==> src/rtl/switch_debouncer.sv <==
// switch_debouncer: synchronise and debounce raw slide-switch pins, emit edge pulses
// and, when SWITCH_DEBOUNCER_EVENT_EN is defined, a sticky change-event mask with ack.
module switch_debouncer #(
  parameter int WIDTH         = 10,
  parameter int STABLE_CYCLES = 500000,
  parameter int SYNC_STAGES   = 2
) (
  input  logic             clk_clk,
  input  logic             reset_reset_n,
  input  logic [WIDTH-1:0] sw_raw,
  output logic [WIDTH-1:0] sw_clean,
  output logic [WIDTH-1:0] sw_rise,
  output logic [WIDTH-1:0] sw_fall,
  output logic             evt_valid,
  output logic [WIDTH-1:0] evt_mask,
  input  logic             evt_ack,
  output logic             init_done
);
  localparam int CNT_W = $clog2(STABLE_CYCLES + SYNC_STAGES);
  localparam logic [CNT_W-1:0] INIT_LAST = CNT_W'(STABLE_CYCLES + SYNC_STAGES - 1);
  localparam logic [CNT_W-1:0] CNT_LAST  = CNT_W'(STABLE_CYCLES - 1);

  typedef enum logic {INIT, RUN} state_t;

  state_t                              state_q, state_d;
  logic [SYNC_STAGES-1:0][WIDTH-1:0]   sync_q, sync_d;
  logic [WIDTH-1:0][CNT_W-1:0]         cnt_q, cnt_d;
  logic [CNT_W-1:0]                    init_cnt_q, init_cnt_d;
  logic [WIDTH-1:0]                    sw_clean_q, sw_clean_d;
  logic [WIDTH-1:0]                    sw_rise_q, sw_rise_d;
  logic [WIDTH-1:0]                    sw_fall_q, sw_fall_d;
  logic                                init_done_q, init_done_d;
  logic [WIDTH-1:0]                    sync;

  assign sync      = sync_q[SYNC_STAGES-1];
  assign sw_clean  = sw_clean_q;
  assign sw_rise   = sw_rise_q;
  assign sw_fall   = sw_fall_q;
  assign init_done = init_done_q;

  // Shift raw pins through the synchroniser chain; stage 0 is the only sampler of sw_raw.
  always_comb begin
    sync_d = {sync_q[SYNC_STAGES-2:0], sw_raw};
  end

  // INIT adopts the synchronised state silently; RUN debounces each channel on its own counter.
  always_comb begin
    state_d     = state_q;
    init_cnt_d  = init_cnt_q;
    init_done_d = init_done_q;
    sw_clean_d  = sw_clean_q;
    sw_rise_d   = '0;
    sw_fall_d   = '0;
    cnt_d       = '0;
    if (state_q == INIT) begin
      sw_clean_d = sync;
      init_cnt_d = init_cnt_q + 1'b1;
      if (init_cnt_q == INIT_LAST) begin
        state_d     = RUN;
        init_done_d = 1'b1;
      end
    end else begin
      for (int i = 0; i < WIDTH; i++) begin
        if (sync[i] == sw_clean_q[i]) begin
          cnt_d[i] = '0;
        end else if (cnt_q[i] == CNT_LAST) begin
          sw_clean_d[i] = sync[i];
          sw_rise_d[i]  = sync[i];
          sw_fall_d[i]  = ~sync[i];
        end else begin
          cnt_d[i] = cnt_q[i] + 1'b1;
        end
      end
    end
  end

  // State, counters and debounced outputs, all cleared asynchronously.
  always_ff @(posedge clk_clk or negedge reset_reset_n) begin
    if (!reset_reset_n) begin
      state_q     <= INIT;
      sync_q      <= '0;
      cnt_q       <= '0;
      init_cnt_q  <= '0;
      sw_clean_q  <= '0;
      sw_rise_q   <= '0;
      sw_fall_q   <= '0;
      init_done_q <= 1'b0;
    end else begin
      state_q     <= state_d;
      sync_q      <= sync_d;
      cnt_q       <= cnt_d;
      init_cnt_q  <= init_cnt_d;
      sw_clean_q  <= sw_clean_d;
      sw_rise_q   <= sw_rise_d;
      sw_fall_q   <= sw_fall_d;
      init_done_q <= init_done_d;
    end
  end

`ifdef SWITCH_DEBOUNCER_EVENT_EN
  logic [WIDTH-1:0] evt_mask_q, evt_mask_d;
  logic             evt_valid_q, evt_valid_d;

  assign evt_mask  = evt_mask_q;
  assign evt_valid = evt_valid_q;

  // Accumulate edges; an edge arriving with ack survives because the pulses are OR-ed after the clear.
  always_comb begin
    evt_mask_d  = (state_q == INIT) ? '0 : ((evt_ack ? '0 : evt_mask_q) | sw_rise_q | sw_fall_q);
    evt_valid_d = |evt_mask_d;
  end

  // Event mask and its valid flag are registered together so they always agree.
  always_ff @(posedge clk_clk or negedge reset_reset_n) begin
    if (!reset_reset_n) begin
      evt_mask_q  <= '0;
      evt_valid_q <= 1'b0;
    end else begin
      evt_mask_q  <= evt_mask_d;
      evt_valid_q <= evt_valid_d;
    end
  end
`else
  logic unused_evt_ack;

  assign unused_evt_ack = evt_ack;
  assign evt_mask       = '0;
  assign evt_valid      = 1'b0;
`endif
endmodule

==> config.mk <==
export PLATFORM = sky130hd
export DESIGN_NAME = switch_debouncer
export DESIGN_NICKNAME = d
export VERILOG_FILES = /design/src/rtl/switch_debouncer.sv
export SDC_FILE = /design/constraint.sdc
export NUM_CORES = 1
export LEC_CHECK = 0
export BUFFER_PORTS_ARGS = -buffer_cell sky130_fd_sc_hd__buf_2
export CAP_MARGIN = 10
export CELL_PAD_IN_SITES_DETAIL_PLACEMENT = 1
export CELL_PAD_IN_SITES_GLOBAL_PLACEMENT = 2
export CORE_ASPECT_RATIO = 1.75
export CORE_UTILIZATION = 44
export DETAILED_ROUTE_END_ITERATION = 8
export PLACE_DENSITY_LB_ADDON = 0.1
export SETUP_SLACK_MARGIN = 0.3
export SLEW_MARGIN = 20
export SYNTH_ARGS = -nofsm -noshare
export SYNTH_HDL_FRONTEND = slang
export SYNTH_SLANG_ARGS = --single-unit
export TNS_END_PERCENT = 30
==> constraint.sdc <==
create_clock -name clk_clk -period 5.98 [get_ports clk_clk]
set_input_delay 0.897 -clock clk_clk [delete_from_list [all_inputs] [get_ports clk_clk]]
set_output_delay 0.897 -clock clk_clk [all_outputs]
set_load 0.02 [all_outputs]
Yosys cells after proc, flatten, opt, wreduce, memory -nomap -nowiden
Index checks and enable logic that the tools add are counted.
{"block": "word_totals", "register_bits": 261, "elab_cells": 187, "rom_bits": 0, "ramBits": 0, "out_inout_bits": 42, "n_memories": 0, "latchBits": 0, "inputBits": 13}
{"block": "op_classes", "n_bitwise": 11, "n_div": 0, "addsub": 11, "magnitude_cmp": 0, "n_reduce_logical": 11, "mul": 0, "n_eq_ne": 41, "n_shift": 0, "n_mux": 86}
{"operator": "two-way mux 19 bit", "count": 20}
{"operator": "adder 19 x 1 -> 19 bit, second input constant", "count": 11}
{"operator": "equality test 19 bit, second input constant", "count": 11}
{"operator": "two-way mux 190 bit", "count": 1}
{"operator": "two-way mux 1 bit", "count": 62}
{"operator": "two-way mux 10 bit", "count": 3}
{"operator": "AND reduction 2 bit", "count": 11}
{"operator": "inequality test 2 x 1 -> 1 bit, second input constant", "count": 10}
{"operator": "inequality test 2 bit, second input constant", "count": 10}
{"operator": "inverter 1 bit", "count": 11}
{"operator": "equality test 1 bit", "count": 10}

Logic depth before layout (Yosys ltp)
{"block": "depth", "word_depth": 4, "mapped_depth": 8, "mapped_depth_nobuf": 5}

Worst setup path before layout
Ideal clock, no wire load.
{"block": "synth_timing", "path_kind": "flip-flop to flip-flop", "startpoint": "register cnt_q[95] (netlist name)", "endpoint": "register sw_fall_q[5] (netlist: sw_fall[5])", "t_arrival_ns": 1.812, "t_required_ns": 5.900, "setup_time_ns": 0.080, "setup_slack_ns": 4.088, "n_path_buf": 0, "synth_period_minus_slack_ns": 1.892, "path_stages_with_launch": 6, "cell_sequence": "dfrtp_1 > ha_1 > nand4_2 > or3_4 > or4b_4 > nor3b_2"}
{"block": "synth_via", "elab_chain_cells": 4}
{"item": "start, declared", "line": "27", "text": "logic [WIDTH-1:0][CNT_W-1:0] cnt_q, cnt_d;"}
{"item": "start signal, assigned", "line": "91", "text": "cnt_q <= cnt_d;"}
{"item": "equality test 19 bit", "line": "66", "text": "end else if (cnt_q[i] == CNT_LAST) begin"}
{"item": "two-way mux 1 bit", "line": "66"}
{"item": "two-way mux 1 bit", "line": "64", "text": "if (sync[i] == sw_clean_q[i]) begin"}
{"item": "two-way mux 10 bit", "line": "55", "text": "if (state_q == INIT) begin"}
{"item": "net sw_fall_d[5]", "line": "31", "text": "logic [WIDTH-1:0] sw_fall_q, sw_fall_d;"}
{"item": "end signal, assigned", "line": "95", "text": "sw_fall_q <= sw_fall_d;"}
{"item": "end, declared", "line": "31"}
The timed path passes the listed nets, and every way through them passes these cells.
A chain may end at the register's enable or synchronous reset.

==> run_results.csv <==
group,metric,value,unit
synthesis,yosysMostFrequentCell,"dfrtp_1",
sta,finalSetupTns,0,ns
pwr,power.static_leakage,5.445,nW
synthesis,ys_warn_count,0,
flow_run,maxCapViolCount,0,
sta,relSlewSlack,37.79,%
detailed_routing,detail_route.wirelength,26710,um
grt,grt_max_degree,116,
pwr,ir_drop,0.2228,mV
clock_tree,cts_root_buffer,"clkbuf_16",
pwr,p_per_area,265.9,nW/um^2
synthesis,netlist_area,12310,sq um
final_layout,layout.nets,1237,
floorplan,die_y,223.3,um
grt,grt_pass1_wl,46690,um
pwr,p_comb_share,1.8,%
clock_tree,cts_buffers,27,
final_layout,regArea,6531,sq um
detailed_routing,first_iter_violations,232,
clock_tree,cts.sinks,261,
final_layout,drive_above_1_share,10.07,%
worst_setup_path,critPathMaxFanout,19,
placed_design,dp_slack,3.588,ns
final_layout,fillers,3100,
clock_tree,cts_tree,"yes",
detailed_routing,routed_via_density,5.543,
sta,fmax,438.7,MHz
synthesis,syn_avg_cell_area,10.53,sq um
synthesis,ys_seq_elements,261,
synthesis,ys_types,58,
outcome,status,"completed",
sta,finalCriticalPeriod,2.279,ns
worst_setup_path,crit_chain,"or4b_1 -> nor4_1 -> a211o_1 -> nor2_1",
floorplan,die_area,28680,sq um
synthesis,synthFlopType,"dfrtp_1",
pwr,internal-power,2.889,mW
grt,grt_util_all_layers,19.87,%
sta,drv_slew,0,
sta,report.final.hold_viol_count,0,
pwr,switching_share,20.99,%
sta,timing.final.ws_setup,3.701,ns
floorplan,core-area,27430,sq um
grt,first_global_vias,9604,
detailed_routing,vias,8869,
final_layout,diodes,0,
synthesis,synthCells,1169,
synthesis,synthTopCellsByCount,"261 x dfrtp_1, 163 x nor2_1, 98 x xor2_1",
worst_setup_path,arrival,2.67,ns
clock_tree,clockBufferDepth,3,
synthesis,async_flop_share,100.0,%
worst_setup_path,crit_family,"simple AND/OR/NAND/NOR gates",
worst_setup_path,crit_buf_inv,0,
detailed_routing,routedWlPerCell,16.69,um
detailed_routing,firstDrtPassIters,4,
synthesis,synth-seq-area-share,53.05,%
detailed_routing,remaining_drc_errors,0,
worst_setup_path,worstPathRequired,6.37,ns
placed_design,port_buffers,42,
worst_setup_path,crit_slowest_cell,"a211o_1",
worst_setup_path,crit_path_start_kind,"flip-flop",
grt,gr-total-overflow,0,
grt,antenna_found_initial,0,
worst_setup_path,slowest_delay,0.63,ns
clock_tree,cts_hold_buf,0,
pwr,switchingPower,767.4,uW
placed_design,place.gp.congestion,0.7405,
final_layout,synthToLayoutAreaGrowth,11.68,%
detailed_routing,ant_nets,0,
sta,grt_setup_unrepaired,"no",
pwr,p_clk_share,49.4,%
clock_tree,clkSlewWorstSetupHoldPaths,0.06,ns
clock_tree,clk_latency,0.55,ns
pwr,seqPwrFrac,48.8,%
sta,finalCritPeriodShare,38.12,%
worst_setup_path,critPathKind,"reg -> reg",
synthesis,synth_edf_count,0,
floorplan,pin_count,55,
sta,setup-violations-final,0,
floorplan,initial_core_util,44.89,%
synthesis,synth_area_leaders,"dfrtp_1 53%, xor2_1 7.0%, nor2_1 5.0%, xnor2_1 4.1%, nand4_1 3.0%",
clock_tree,post_cts_buffers,0,
synthesis,yosysTopAreaCell,"dfrtp_1",
sta,tightest_slew,0.9332,ns
floorplan,die_w,128.4,um
floorplan,rows,80,
clock_tree,cts_resized,0,
clock_tree,cts_max_level,1,
synthesis,synth_top_area_share,53.05,%
hold_path,min_path_type,"reg -> reg",
final_layout,multi_input_area,5450,sq um
sta,fin_worst_skew,0.01964,ns
worst_setup_path,end_kind,"flip-flop",
placed_design,place.detailed.hpwl,17740,um
==> state kept, by name (all words and copies together), names as in the netlist <==
name	cells
init_cnt_q	19
sync	10
sw_clean	10
cnt_q	190
state_q	1
sw_fall	10
sync_d	10
init_done	1
sw_rise	10
==> logic make-up after synthesis <==
kind of cell	count (synthesis)	synth area share (%)
AOI/OAI and AO/OA	107	5.651
DFF	261	53.05
muxes	10	0.9147
other	1	0.03046
adders and majority gates	12	1.220
and+or+nand+nor	555	25.12
buffers and inverters	68	2.978
xor gates and xnor gates	155	11.03
==> layout make-up <==
class | instances | area share (%)
inverters | 25 | 0.6826
repair buffers | 47 | 1.875
flip-flops and latches | 261 | 47.51
clock buffers | 39 | 5.825
multi-input cells | 850 | 39.64
clock inverters | 9 | 1.110
well taps | 369 | 3.358
==> worst register-to-register path: stages, from the launching register on <==
cell and delay [ns]:
dfrtp_1 0.43, or4b_1 0.52, nor4_1 0.41, a211o_1 0.63
nor2_1 0.12
==> worst paths after layout <==
check                               from         to  slack [ns]  cells past startpoint
max reg2reg                    cnt_q[28]  cnt_q[32]        3.70                      4
min in group asynchronous  reset_reset_n  cnt_q[93]        0.38                      1
min reg2reg                   sync_d[11]    sync[1]        0.34                      0
min                           sync_d[11]    sync[1]        0.34                      0
max in group asynchronous  reset_reset_n  cnt_q[82]        4.33                      2
max                            cnt_q[28]  cnt_q[32]        3.70                      4
==> per-layer routing <==
| metal | vias to the layer above | GRT usage, % | wire (um) |
|---|---|---|---|
| li1 | 4217 | - | - |
| met1 | 4546 | 22.99 | 11060 |
| met2 | 70 | 37.66 | 14550 |
| met3 | 36 | 1.990 | 545 |
| met4 | 0 | 6.224 | 547 |
| met5 | - | 0 | 0 |
==> power by group through the flow <==
| stage | Clock, mW | Sequential, mW | Combinational, mW |
|---|---|---|---|
| floorplan | 0 | 1.82 | 0.0220 |
| global placement | 0 | 1.82 | 0.0681 |
| detailed placement | 0 | 1.82 | 0.0694 |
| CTS | 1.86 | 1.79 | 0.0698 |
| global route | 1.92 | 1.79 | 0.0760 |
| finish | 1.80 | 1.79 | 0.0656 |
==> through the flow <==
| stage | util [%] | cells | area [sq um] | power, mW | hold slack (ns) |
|---|---|---|---|---|---|
| floorplan | - | 1179 | 12350 | 1.843 | 0.3312 |
| global placement | 46.65 | 1552 | 12790 | 1.886 | 0.3334 |
| detailed placement | 46.65 | 1552 | 12790 | 1.888 | 0.3386 |
| CTS | 50.13 | 1600 | 13750 | 3.720 | 0.3502 |
| global route | 50.13 | 1600 | 13750 | 3.784 | 0.3475 |
| finish | 50.13 | 1600 | 13750 | 3.656 | 0.3440 |
==> placed cells by master, fill, tap and decap left out, drive strengths merged, types with 2 or more instances in the layout <==
| master | instances |
|---|---|
| dfrtp | 261 |
| nor2 | 163 |
| xor2 | 98 |
| nand2 | 68 |
| nand3 | 65 |
| nand4 | 63 |
| xnor2 | 57 |
| buf | 47 |
| a21oi | 45 |
| clkbuf | 39 |
| and4 | 36 |
| o21ai | 27 |
| inv | 26 |
| nor4 | 24 |
| or3 | 23 |
| or4 | 20 |
| o31ai | 19 |
| nor3 | 17 |
| ha | 12 |
| nor3b | 12 |
| and2 | 11 |
| conb | 11 |
| mux2 | 10 |
| and4b | 9 |
| nand3b | 7 |
| nor4b | 7 |
| or4b | 7 |
| and3 | 6 |
| nand4b | 5 |
| a21o | 4 |
| bufinv | 4 |
| o211ai | 4 |
| clkinv | 4 |
| nand2b | 3 |
| a211o | 3 |
| or2 | 3 |
| nor4bb | 2 |
| nor2b | 2 |
| o311ai | 2 |
(Power assumes the default switching activity.)
